<file path="src/rtl/imem_dmem_arbiter.sv">
// Arbitrates the single RAM port between I$ fetch misses and D$ loads/stores.
// Define ARB_STARVE_GUARD_EN to bound how long D$ traffic can starve an I$ request.
module imem_dmem_arbiter #(
  parameter int unsigned STARVE_LIMIT = 4,
  parameter int unsigned LOG_STARVE   = 3
) (
  input  logic        CLK,
  input  logic        nRST,
  input  logic        i_req,
  input  logic [31:0] i_addr,
  output logic        i_done,
  output logic [31:0] i_load,
  input  logic        d_REN,
  input  logic        d_WEN,
  input  logic [31:0] d_addr,
  input  logic [31:0] d_store,
  output logic        d_done,
  output logic [31:0] d_load,
  output logic        ram_REN,
  output logic        ram_WEN,
  output logic [31:0] ram_addr,
  output logic [31:0] ram_store,
  input  logic        ram_ready,
  input  logic [31:0] ram_load,
  output logic        arb_error
);

  localparam logic [1:0] IDLE    = 2'd0;
  localparam logic [1:0] SERVE_I = 2'd1;
  localparam logic [1:0] SERVE_D = 2'd2;

  if (2 ** LOG_STARVE <= STARVE_LIMIT) begin : g_bad_params
    $error("LOG_STARVE too narrow to hold STARVE_LIMIT");
  end

  logic [1:0] state_q, state_d;
  logic       arb_error_q;
  logic       d_req;
  logic       i_first;

  assign d_req = d_REN | d_WEN;

`ifdef ARB_STARVE_GUARD_EN
  logic [LOG_STARVE-1:0] cnt_q, cnt_d;

  assign i_first = i_req && (cnt_q >= LOG_STARVE'(STARVE_LIMIT));

  // Count only D$ grants that actually made a waiting I$ request wait.
  always_comb begin
    cnt_d = cnt_q;
    if (state_q == IDLE && state_d == SERVE_I)
      cnt_d = '0;
    else if (state_q == IDLE && state_d == SERVE_D && i_req &&
             cnt_q < LOG_STARVE'(STARVE_LIMIT))
      cnt_d = cnt_q + LOG_STARVE'(1);
  end

  always_ff @(posedge CLK) begin
    if (!nRST) cnt_q <= '0;
    else       cnt_q <= cnt_d;
  end
`else
  assign i_first = 1'b0;
`endif

  always_comb begin
    state_d = state_q;
    case (state_q)
      IDLE: begin
        if (i_first)    state_d = SERVE_I;
        else if (d_req) state_d = SERVE_D;
        else if (i_req) state_d = SERVE_I;
      end
      SERVE_I: if (!i_req || ram_ready) state_d = IDLE;
      SERVE_D: if (!d_req || ram_ready) state_d = IDLE;
      default: state_d = IDLE;
    endcase
  end

  // Outputs are gated by nRST so a mid-access reset silences the port immediately.
  always_comb begin
    i_done    = 1'b0;
    i_load    = '0;
    d_done    = 1'b0;
    d_load    = '0;
    ram_REN   = 1'b0;
    ram_WEN   = 1'b0;
    ram_addr  = '0;
    ram_store = '0;
    if (nRST) begin
      case (state_q)
        SERVE_I: begin
          ram_REN  = i_req;
          ram_addr = i_addr;
          i_done   = i_req & ram_ready;
          if (i_done) i_load = ram_load;
        end
        SERVE_D: begin
          ram_REN   = d_REN & ~d_WEN;
          ram_WEN   = d_WEN;
          ram_addr  = d_addr;
          ram_store = d_store;
          d_done    = d_req & ram_ready;
          if (d_done && !d_WEN) d_load = ram_load;
        end
        default: ;
      endcase
    end
  end

  assign arb_error = arb_error_q & nRST;

  always_ff @(posedge CLK) begin
    if (!nRST) begin
      state_q     <= IDLE;
      arb_error_q <= 1'b0;
    end else begin
      state_q     <= state_d;
      arb_error_q <= arb_error_q | (d_REN & d_WEN);
    end
  end

endmodule

</file>
<file path="config.mk">
export PLATFORM = sky130hd
export DESIGN_NAME = imem_dmem_arbiter
export DESIGN_NICKNAME = d
export VERILOG_FILES = /design/src/rtl/imem_dmem_arbiter.sv
export SDC_FILE = /design/constraint.sdc
export NUM_CORES = 1
export LEC_CHECK = 0
export CORE_AREA = 2 2 105 107
export DETAILED_ROUTE_END_ITERATION = 16
export DIE_AREA = 0 0 107 109
export MAX_ROUTING_LAYER = met4
export SKIP_LAST_GASP = 1
export SLEW_MARGIN = 25
export SYNTH_ARGS = -nofsm -noshare
export SYNTH_HDL_FRONTEND = slang
export SYNTH_SLANG_ARGS = --single-unit
</file>
<file path="constraint.sdc">
create_clock -name CLK -period 3.1 [get_ports CLK]
set_input_delay 0.465 -clock CLK [delete_from_list [all_inputs] [get_ports CLK]]
set_output_delay 0.465 -clock CLK [all_outputs]
set_load 0.02 [all_outputs]
</file>
# After elaboration in Yosys (flattened, before gate mapping)
# Index checks and enable logic that the tools add are counted.
# Widths: inputs -> output; s select.
[word_totals] output_inout_bits=133 word_cells=46 reg_bits=3
[op_classes] n_bitwise=8 n_eq_ne=5 muxes=23 n_reduce_logical=8
[ops] op="$mux 32" n=9
[ops] op="$pmux 32 s2" n=1
[ops] op="$mux 2" n=4
[ops] op="$mux 1" n=7
[ops] op="$pmux 2 s3" n=1
[ops] op="$and 1x1->1" n=5
[ops] op="$ne 2x2->1 const B" n=2
[ops] op="$logic_not 1->1" n=3
[ops] op="$ne 3x3->1 const B" n=1
[ops] op="$reduce_and 3->1" n=1
[ops] op="$eq 2x1->1 const B" n=1
[ops] op="$eq 2x2->1 const B" n=1
[ops] op="$logic_not 2->1" n=1
[ops] op="$logic_or 1x1->1" n=2
[ops] op="$or 1x1->1" n=2
[ops] op="$pmux 1 s2" n=1
[ops] op="$logic_and 1x1->1" n=1
[ops] op="$not 1->1" n=1

# Longest topological paths before layout
[logic_depth] ltp_word=6 mapped_depth=7 depth_no_buf=5

# Worst setup path after synthesis
# Ideal clock, no wire load.
[synth_path] kind="reg-to-output" startpoint="register state_q[1]" endpoint="output i_load[22]" arrival_time_ps=1401 stages_incl_launch_ff=8 n_path_buf=2 path_slack_ps=1234 cell_sequence="dfxtp_1 inv_1 ha_1 buf_2 nand2_1 nor2_1 buf_2 and2_1"
[synth_between] elab_chain_len=3
[synth_rtl] element="from (decl)" line="36" text="logic [1:0] state_q, state_d;"
[synth_rtl] element="from (signal assigned)" line="118" text="state_q <= state_d;"
[synth_rtl] element="$eq 2x1->1" line="91" text="case (state_q)"
[synth_rtl] element="$mux 32" line="91"
[synth_rtl] element="$mux 32" line="90" text="if (nRST) begin"
[synth_rtl] element="to (decl)" line="12" text="output logic [31:0] i_load,"
# Every way passes these cells.

# Worst setup path after layout
[layout_path] startpoint="input nRST" endpoint="output d_load[17]"
[layout_between] elab_chain_len=1
[layout_rtl] element="from (decl)" line="8" text="input logic nRST,"
[layout_rtl] element="$mux 32" line="90"
[layout_rtl] element="to (decl)" line="18" text="output logic [31:0] d_load,"
# Every way passes these cells.

==> impl_metrics.ini <==
[status]
status = finished clean

[setup_path]
worstPathArrival_ps = 2430
worst-path-buf-inv = 3
slowest_stage = clkdlybuf4s50_1
cpMostUsedCell = clkdlybuf4s50_1
end_kind = output pin
max_stage_delay_ps = 610
crit_family = buffers and inverters
path_class = in -> out
worstPathRequired_ps = 2630
cp_max_fo = 32
path_cells = clkdlybuf4s50_1 -> nand3_2 -> nor3b_2 -> buf_12 -> and2_2 -> clkdlybuf4s50_1
startpoint_type = primary input

[routing]
drt_wl_total_microns = 8430
avgViaCountPerCell = 4.13
via_count = 2526
first_pass_iters = 4
drc_errors = 0
drtIter0Drc = 111
ant_nets = 0
wl_per_cell_microns = 13.8

[synth]
syn-num-nets = 354
syn-mean-instance-area_sq_um = 6.21
syn_inst = 217
synthesis.area_sq_um = 1350
synthTopCellsByCount = and2_1 (43), nor2_1 (36), and3_1 (33), a22oi_1 (32), and2_2 (22)
post-synth-top-area-cell = and2_1
yosysWarnings = 0
synth.ff_latch_count = 3
async_flop_share = 0
ys_seq_area_frac = 0.0446
yosysMostFrequentCell = and2_1
synth_cell_types = 23
synth_edf_count = 0
synthTopCellsByArea = and2_1 (20%), a22oi_1 (18%), and3_1 (15%)
yosysTopAreaCellShare = 0.200
ys.flop_type = dfxtp_1

[place]
dp_hpwl_microns = 7120
place_area_sq_um = 4170
dp_slack_ps = 187
portBuffers = 266
place_inst = 607
place_congestion = 0.783

[sta]
setup_viol_count_final = 0
period_needed_ps = 2900
finalClockSkew_ps = 0.471
rsz0062_at_grt = no
min_period_over_period = 0.935
max_freq_ghz = 0.345
fin_tns_setup_ps = 0
max-slew-margin-rel = 0.715
drv_slew = 0
worst_slew_pin_slew_ps = 428
fin_ws_ps = 202
hold_violations = 0

[clock_tree]
cts_buffers = 3
tritoncts = yes
clk_path_buf_depth = 2
clock_sinks = 3
path_clk_slew_ps = 30
cts_setup_buffers = 0
cts.repair.resized = 0
cts-root-buf = clkbuf_8
clock_latency_ps = 210
cts-hold-fix-buffers = 0
htreeDepth = 1

[grt]
grt_pass1_wl_microns = 12600
grt.overflow.total = 0
grtUsageTotal = 0.137
antenna_found_initial = 0
grt_pass1_vias = 2538
grt_max_degree = 53

[floorplanning]
pin_count = 267
start_util = 0.127
fp.dieArea_sq_um = 11700
rows = 38
die_y_microns = 109
core-area_sq_um = 10600
die_w_microns = 107

[min_path]
hold_path.class = reg -> reg

[pwr]
ir_drop_mv = 0.0816
p_leak_nw = 1.61
power_density_nw_per_um2 = 163
power_mw = 0.688

[layout]
layout.nets = 609
diodes = 0
drive_above_1_share = 0.0807
fin_area_sq_um = 4210
final_cells = 611
syn2layout_area_growth_pct = 213

[flow_run]
cap_viol_max_count = 0
## per-layer routing
layer / vias to the layer above / wire (microns) / track usage
met4: 0 / 72 / 0.0250
met2: 143 / 4540 / 0.271
met1: 1122 / 3140 / 0.142
li1: 1253 / - / -
met3: 8 / 679 / 0.0257
met5: - / 0 / -
## layout by cell type (no fill, tap or decap), drive strengths merged, types with 2 or more instances in the layout
cell             n
clkdlybuf4s50  265
and2            65
nor2            36
and3            33
a22oi           32
buf              9
inv              4
nand2            4
clkbuf           4
dfxtp            3
ha               3
nand3b           2
a21oi            2
## power breakdown
group / switching (mW) / leakage, nW / internal (mW)
combinational: 0.229 / 1.56 / 0.300
clock: 0.0250 / 0.0228 / 0.0876
sequential: 0.00256 / 0.0248 / 0.0431
## final timing paths
check | startpoint | endpoint | slack [ps] | cells after the start
worst max-delay path | nRST | d_load[17] | 200 | 6
worst max register to register | state_q[0]$_SDFFE_PN0P_ | state_q[0]$_SDFFE_PN0P_ | 1220 | 6
worst min-delay path | arb_error_q$_SDFF_PN0_ | arb_error_q$_SDFF_PN0_ | 460 | 2
worst min register to register | arb_error_q$_SDFF_PN0_ | arb_error_q$_SDFF_PN0_ | 460 | 2
## worst register-to-register path, cell delays in order, from the launching register on
cell and delay, ps:
dfxtp_1 300, inv_1 90, ha_2 220, buf_4 380
o21ai_0 260, a21o_2 270, a221oi_1 250
## through the flow
| stage | utilization | hold WS (ps) |
|---|---|---|
| 3_5_place_dp | 0.393 | 457 |
| 5_1_grt | 0.397 | 534 |
| 2_1_floorplan | - | 429 |
| 6_report | 0.397 | 460 |
| 4_1_cts | 0.397 | 464 |
| 3_3_place_gp | 0.393 | 457 |
## flip-flops by register name, summed over array words and instances, names as in the netlist
signal,flops
arb_error_q,1
state_q,2
## cell families after synthesis
| logic type | after synthesis | synth area share |
|---|---|---|
| AOI/OAI and AO/OA | 40 | 0.222 |
| and+or+nand+nor | 143 | 0.618 |
| DFF | 3 | 0.0446 |
| buffers and inverters | 28 | 0.0873 |
| adders and majority gates | 3 | 0.0279 |
## area by class of cell
type / instances / area (sq um)
Inverter: 4 / 15.0
Clock buffer: 4 / 45.0
Fill cell: 1072 / 6390
Timing Repair Buffer: 274 / 2750
Tap cell: 140 / 175
Sequential cell: 3 / 60.1
Multi-Input combinational cell: 186 / 1170
No activity file was read; power rests on OpenSTA's default activity.
==> edit 1, RTL diff (config.mk and constraints unchanged) <==
The option `ARB_STARVE_GUARD_EN` is turned on by a define.
--- a/src/rtl/imem_dmem_arbiter.sv
+++ b/src/rtl/imem_dmem_arbiter.sv
@@ -2,2 +2,4 @@
 // Define ARB_STARVE_GUARD_EN to bound how long D$ traffic can starve an I$ request.
+`define ARB_STARVE_GUARD_EN
+
 module imem_dmem_arbiter #(
Check against the original RTL: not equivalent (a bounded check fails within 10 cycles, from zero or initial values and one cycle with nRST low).
==> edit 1 against the original RTL <==
  * Core utilization up 1.7 points
  * Design area is 4.3% higher
  * Synthesized cell count grew 9.2%
  * Synthesized area increased by 11%
  * Non-clock buffer count is 1 higher
  * Worst hold slack better by 16 ps
  * Critical path type unchanged
  * Sequential cell count up 3
  * Combinational power decreased by 20%
  * Power down 8.7%
  * Clock power rose by 4%
  * Critical path depth did not move
  * Final cell count up 3.3%
  * Wire length increased by 7.1%
  * Setup slack better by 26 ps
==> edit 1: results (changes against the original RTL) <==
| Metric | Value |
|---|---|
| Total GRT Usage | 0.142 (was 0.137) |
| Gates resized, CTS repair | 0 (unchanged) |
| Iteration-0 DRC Markers | 104 (was 111) |
| Vias in the first global route | 2612 (was 2538) |
| First-pass GRT wire length | 13000 um (was 12600 um) |
| Htree depth | 1 (unchanged) |
| R2R Setup Slk | 1050 ps (was 1220 ps) |
| Drt first pass iters | 4 (unchanged) |
| Fin nets | 632 (was 609) |
| Maximum vdd drop | 0.0936 mV (was 0.0816 mV) |
| Worst Path Arrival | 2410 ps (was 2430 ps) |
| Setup ws final | 227 ps (was 202 ps) |
| Layout cell share with drive strength beyond 1 | 0.0407 (was 0.0807) |
| Least-Margin Pin Slew | 471 ps (was 428 ps) |
| Initial antenna violation count | 0 (unchanged) |
| Delay-heaviest family, CP | buffers and inverters (unchanged) |
| Pre-CTS setup slack | 245 ps (was 187 ps) |
| Status | finished, final reports clean (unchanged) |
| Most frequent CP cell | clkdlybuf4s50_1 (unchanged) |
| Largest net degree at the start of global routing | 68 (was 53) |
| Top post-synthesis cells by count | 65 x and2_1, 35 x nor2_1, 34 x a22oi_1, 32 x and3_1, 24 x clkbuf_1 (was 43 x and2_1, 36 x nor2_1, 33 x and3_1, 32 x a22oi_1, 22 x and2_2) |
| Post-Route WL | 9030 um (was 8430 um) |
| Met2 wire len | 4570 um (was 4540 um) |
| Syn Area/Cell | 6.31 um2 (was 6.21 um2) |
| Post-CTS Setup Bufs | 0 (unchanged) |
| Clock latency on the worst-skew pair | 230 ps (was 210 ps) |
| Post-Route M1 WL | 3450 um (was 3140 um) |
| Post-DP HPWL | 7360 um (was 7120 um) |
| Port Buffers | 266 (unchanged) |
| Net count after synthesis | 376 (was 354) |
| Synth top area cells | and2_1 27%, a22oi_1 17%, and3_1 13%, nor2_1 8.8%, dfxtp_1 8.0% (was and2_1 20%, a22oi_1 18%, and3_1 15%, and2_2 12%, nor2_1 10%) |
| Final non-filler cell total | 631 (was 611) |
| Seq/Total Area, Yosys | 0.0803 (was 0.0446) |
| Total number of vias | 2656 (was 2526) |
| Largest regs | cnt_q x3, state_q x2, arb_error_q x1 (was state_q x2, arb_error_q x1) |
| GR Util met2 | 0.267 (was 0.271) |
| Crit path max-delay cell type | clkdlybuf4s50_1 (unchanged) |
| Max clock buf depth | 2 (unchanged) |
| RePlAce Congestion | 0.821 (was 0.783) |
| Met1 usage | 0.149 (was 0.142) |
| Unique cell type count in the Yosys netlist | 28 (was 23) |
| Final clock skew | 1.86 ps (was 0.471 ps) |
| WHS | 476 ps (was 460 ps) |
| Max Used Layer | met4 (unchanged) |
| Routed length on met3 | 866 um (was 679 um) |
| Met3 Use GR | 0.0371 (was 0.0257) |
| Leak | 1.67 nW (was 1.61 nW) |
-- edit 1: cell count changes after synthesis, moves of 2 or more --
cell / change
a211oi_1: +3
a22oi_1: +2
and2_1: +22
and2_2: -22
buf_2: -7
clkbuf_1: +10
clkbuf_2: -3
dfxtp_1: +3
ha_1: +2
nand3_1: +2
nor3b_1: +2
o21ai_0: +4
-- edit 1: worst register-to-register path, delay by kind of cell (launching register included) --
| kind | cells | cell delay, ps |
|---|---|---|
| flops | 1 | 330 |
| fa+ha+maj | 1 | 230 |
| compound gates | 4 | 1010 |
| buf+inv | 2 | 380 |
-- edit 1: metrics by stage --
step                utilization  area [um2]  power (mW)
finish                    0.414        4390       0.628
global route              0.414        4390       0.667
CTS                       0.414        4390       0.636
detailed placement        0.411        4350       0.512
global placement          0.411        4350       0.508
floorplan                     -        1500       0.238
-- edit 1: cell families after synthesis --
logic type	Yosys count	synth area share
adder cells (fa/ha/maj)	5	0.0418
AND/OR/NAND/NOR	148	0.563
buffers and inverters	28	0.0703
flip-flops	6	0.0803
AO/OA/AOI/OAI	50	0.244
-- edit 1: path summary, 6_finish.rpt --
kind,depth (start not counted),startpoint,endpoint
max,6,ram_ready,d_load[12]
min,2,arb_error_q$_SDFF_PN0_,arb_error_q$_SDFF_PN0_
max reg2reg,7,state_q[0]$_SDFF_PN0_,cnt_q[1]$_SDFFE_PP0P_
min reg2reg,2,arb_error_q$_SDFF_PN0_,arb_error_q$_SDFF_PN0_
-- edit 1: final cells by class --
type	instances	area, um2
inverters	4	15.0
flip-flops and latches	6	120
repair buffers	275	2770
well taps	140	175
clock buffers	3	41.3
multi-input cells	203	1280
fillers	1054	6210
-- edit 1: where the power goes --
group,switching [mW],leakage (nW),internal (mW)
clock,0.0349,0.0216,0.0835
combinational,0.168,1.60,0.255
sequential,0.00371,0.0492,0.0824
==> edit 2, RTL diff (same settings) <==
Without the edit above. Put a register stage on the output `arb_error`, without a reset. The value now appears one clock later. The other outputs are not delayed to match.
--- a/src/rtl/imem_dmem_arbiter.sv
+++ b/src/rtl/imem_dmem_arbiter.sv
@@ -110,3 +110,5 @@
 
-  assign arb_error = arb_error_q & nRST;
+  always_ff @(posedge CLK) begin
+    arb_error <= arb_error_q & nRST;
+  end
 
Function: changed (Yosys sat finds a counterexample within 4 cycles, from zero or initial values and one cycle with nRST low).
==> edit 2 against the original RTL <==
  * Non-clock buffer count unchanged
  * Design area grew 0.45%
  * Sequential share of layout area increased by 0.47 points
  * Setup slack lost 42 ps
  * Combinational power about the same
  * Count of clock-buffer cells in the layout is 1 lower
  * Synthesized area increased by 1.5%
  * Wire length grew 3.8%
  * Sequential cell count rose by 1
  * Power increased by 1.5%
  * Largest cell class unchanged
  * Largest power group unchanged
  * Highest routed layer unchanged
==> edit 2: results (changes against the original RTL) <==
| Metric | Value |
|---|---|
| Vias in the first global route | 2386 (was 2538) |
| Worst R2R Path Depth | 6 (unchanged) |
| Largest net degree at the start of global routing | 47 (was 53) |
| Compound-Gate Fraction of Synth Area | 0.219 (was 0.222) |
| Hold Path Class | register to register (unchanged) |
| Initial antenna violation count | 0 (unchanged) |
| Leak | 1.62 nW (was 1.61 nW) |
| Min-Delay Path Depth | 2 (unchanged) |
| Port Buffers | 266 (unchanged) |
| Max incr delay on CP | 610 ps (about the same) |
| Top post-synthesis cells by count | 43 x and2_1, 36 x nor2_1, 33 x and3_1, 32 x a22oi_1, 22 x and2_2 (unchanged) |
| Max_slew headroom | 0.703 (was 0.715) |
| Fillcell total | 1075 (was 1072) |
| Total GRT Usage | 0.138 (was 0.137) |
| Unique cell type count in the Yosys netlist | 23 (unchanged) |
| Seq/Total Area, Yosys | 0.0586 (was 0.0446) |
| Total number of vias | 2564 (was 2526) |
| Htree depth | 1 (unchanged) |
| Synth top area cells | and2_1 20%, a22oi_1 18%, and3_1 15%, and2_2 12%, nor2_1 9.9% (was and2_1 20%, a22oi_1 18%, and3_1 15%, and2_2 12%, nor2_1 10%) |
| Hold endpoint | arb_error_q$_SDFF_PN0_ (unchanged) |
| DRC | 0 (unchanged) |
| Crit path max-delay cell type | clkdlybuf4s50_1 (unchanged) |
| Gates resized, CTS repair | 0 (unchanged) |
| Setup crit start | nRST (unchanged) |
| Row count | 38 (unchanged) |
| R2R Setup Slk | 1460 ps (was 1220 ps) |
| Largest regs | state_q x2, arb_error x1, arb_error_q x1 (was state_q x2, arb_error_q x1) |
| Status | finished, final reports clean (unchanged) |
| Layout cell share with drive strength beyond 1 | 0.0786 (was 0.0807) |
| Post-Synth XOR/XNOR Area | 0 (unchanged) |
| Post-CTS Setup Bufs | 0 (unchanged) |
| Asr flop ratio synth | 0 (unchanged) |
| Setup crit end | d_load[14] (was d_load[17]) |
| First-pass GRT wire length | 12500 um (was 12600 um) |
| Final clock skew | 0.0271 ps (was 0.471 ps) |
| Reg2reg start | state_q[0]$_SDFFE_PN0P_ (unchanged) |
| Iteration-0 DRC Markers | 145 (was 111) |
| WL per Instance | 14.3 um (was 13.8 um) |
| Maximum vdd drop | 0.148 mV (was 0.0816 mV) |
| Post-Synth Adder-Cell Area | 0.0274 (was 0.0279) |
| Drt first pass iters | 4 (unchanged) |
| Fin nets | 610 (was 609) |
| Clock latency on the worst-skew pair | 220 ps |
| Post-DP HPWL | 7210 um (was 7120 um) |
| Worst Path Arrival | 2480 ps (was 2430 ps) |
| CTS root buf | clkbuf_8 (unchanged) |
| Net count after synthesis | 355 (was 354) |
| RePlAce Congestion | 0.898 (was 0.783) |
| Mux contribution to synthesized area | 0 (unchanged) |
| Hold path startpoint | arb_error_q$_SDFF_PN0_ (unchanged) |
| Crit Path Max Fanout | 32 (unchanged) |
[edit 2: cells by family after synthesis]
kind of cell,Yosys count
and+or+nand+nor,143
AOI/OAI and AO/OA,40
buffers and inverters,28
DFF,4
adders and majority gates,3
[edit 2: layer usage]
metal	GRT usage	vias up	share of wire
met1	0.164	1172	0.41
li1	-	1254	-
met3	0.0251	4	0.073
met5	-	-	0
met2	0.249	134	0.51
met4	0.0148	0	0.0043
[edit 2: area by class of cell]
cell class | instances | area share
clock buffer | 3 | 0.00976
sequential | 4 | 0.0189
timing repair buffer | 274 | 0.649
multi-input combinational | 186 | 0.277
inverter | 4 | 0.00355
tap | 140 | 0.0414
[edit 2: power by group]
part	leakage (nW)	total, mW	switching [mW]	internal, mW
clock network	0.0216	0.108	0.0252	0.0826
registers	0.0330	0.0596	0.00297	0.0566
logic	1.56	0.530	0.231	0.299
total	1.62	0.698	0.259	0.438
[edit 2: stage by stage]
step / std cells / hold WS, ps / utilization / cell area [um2] / setup slack [ps]
floorplan: 218 / 429 / - / 1370 / 1230
global placement: 608 / 459 / 0.395 / 4190 / 209
detailed placement: 608 / 454 / 0.395 / 4190 / 151
CTS: 611 / 462 / 0.399 / 4230 / 138
global route: 611 / 493 / 0.399 / 4230 / 45.0
finish: 611 / 459 / 0.399 / 4230 / 160
[edit 2: worst max-delay path: cells and delay by family]
family | cells | cell delay (ps)
buffers and inverters | 3 | 1420
and+or+nand+nor | 3 | 590
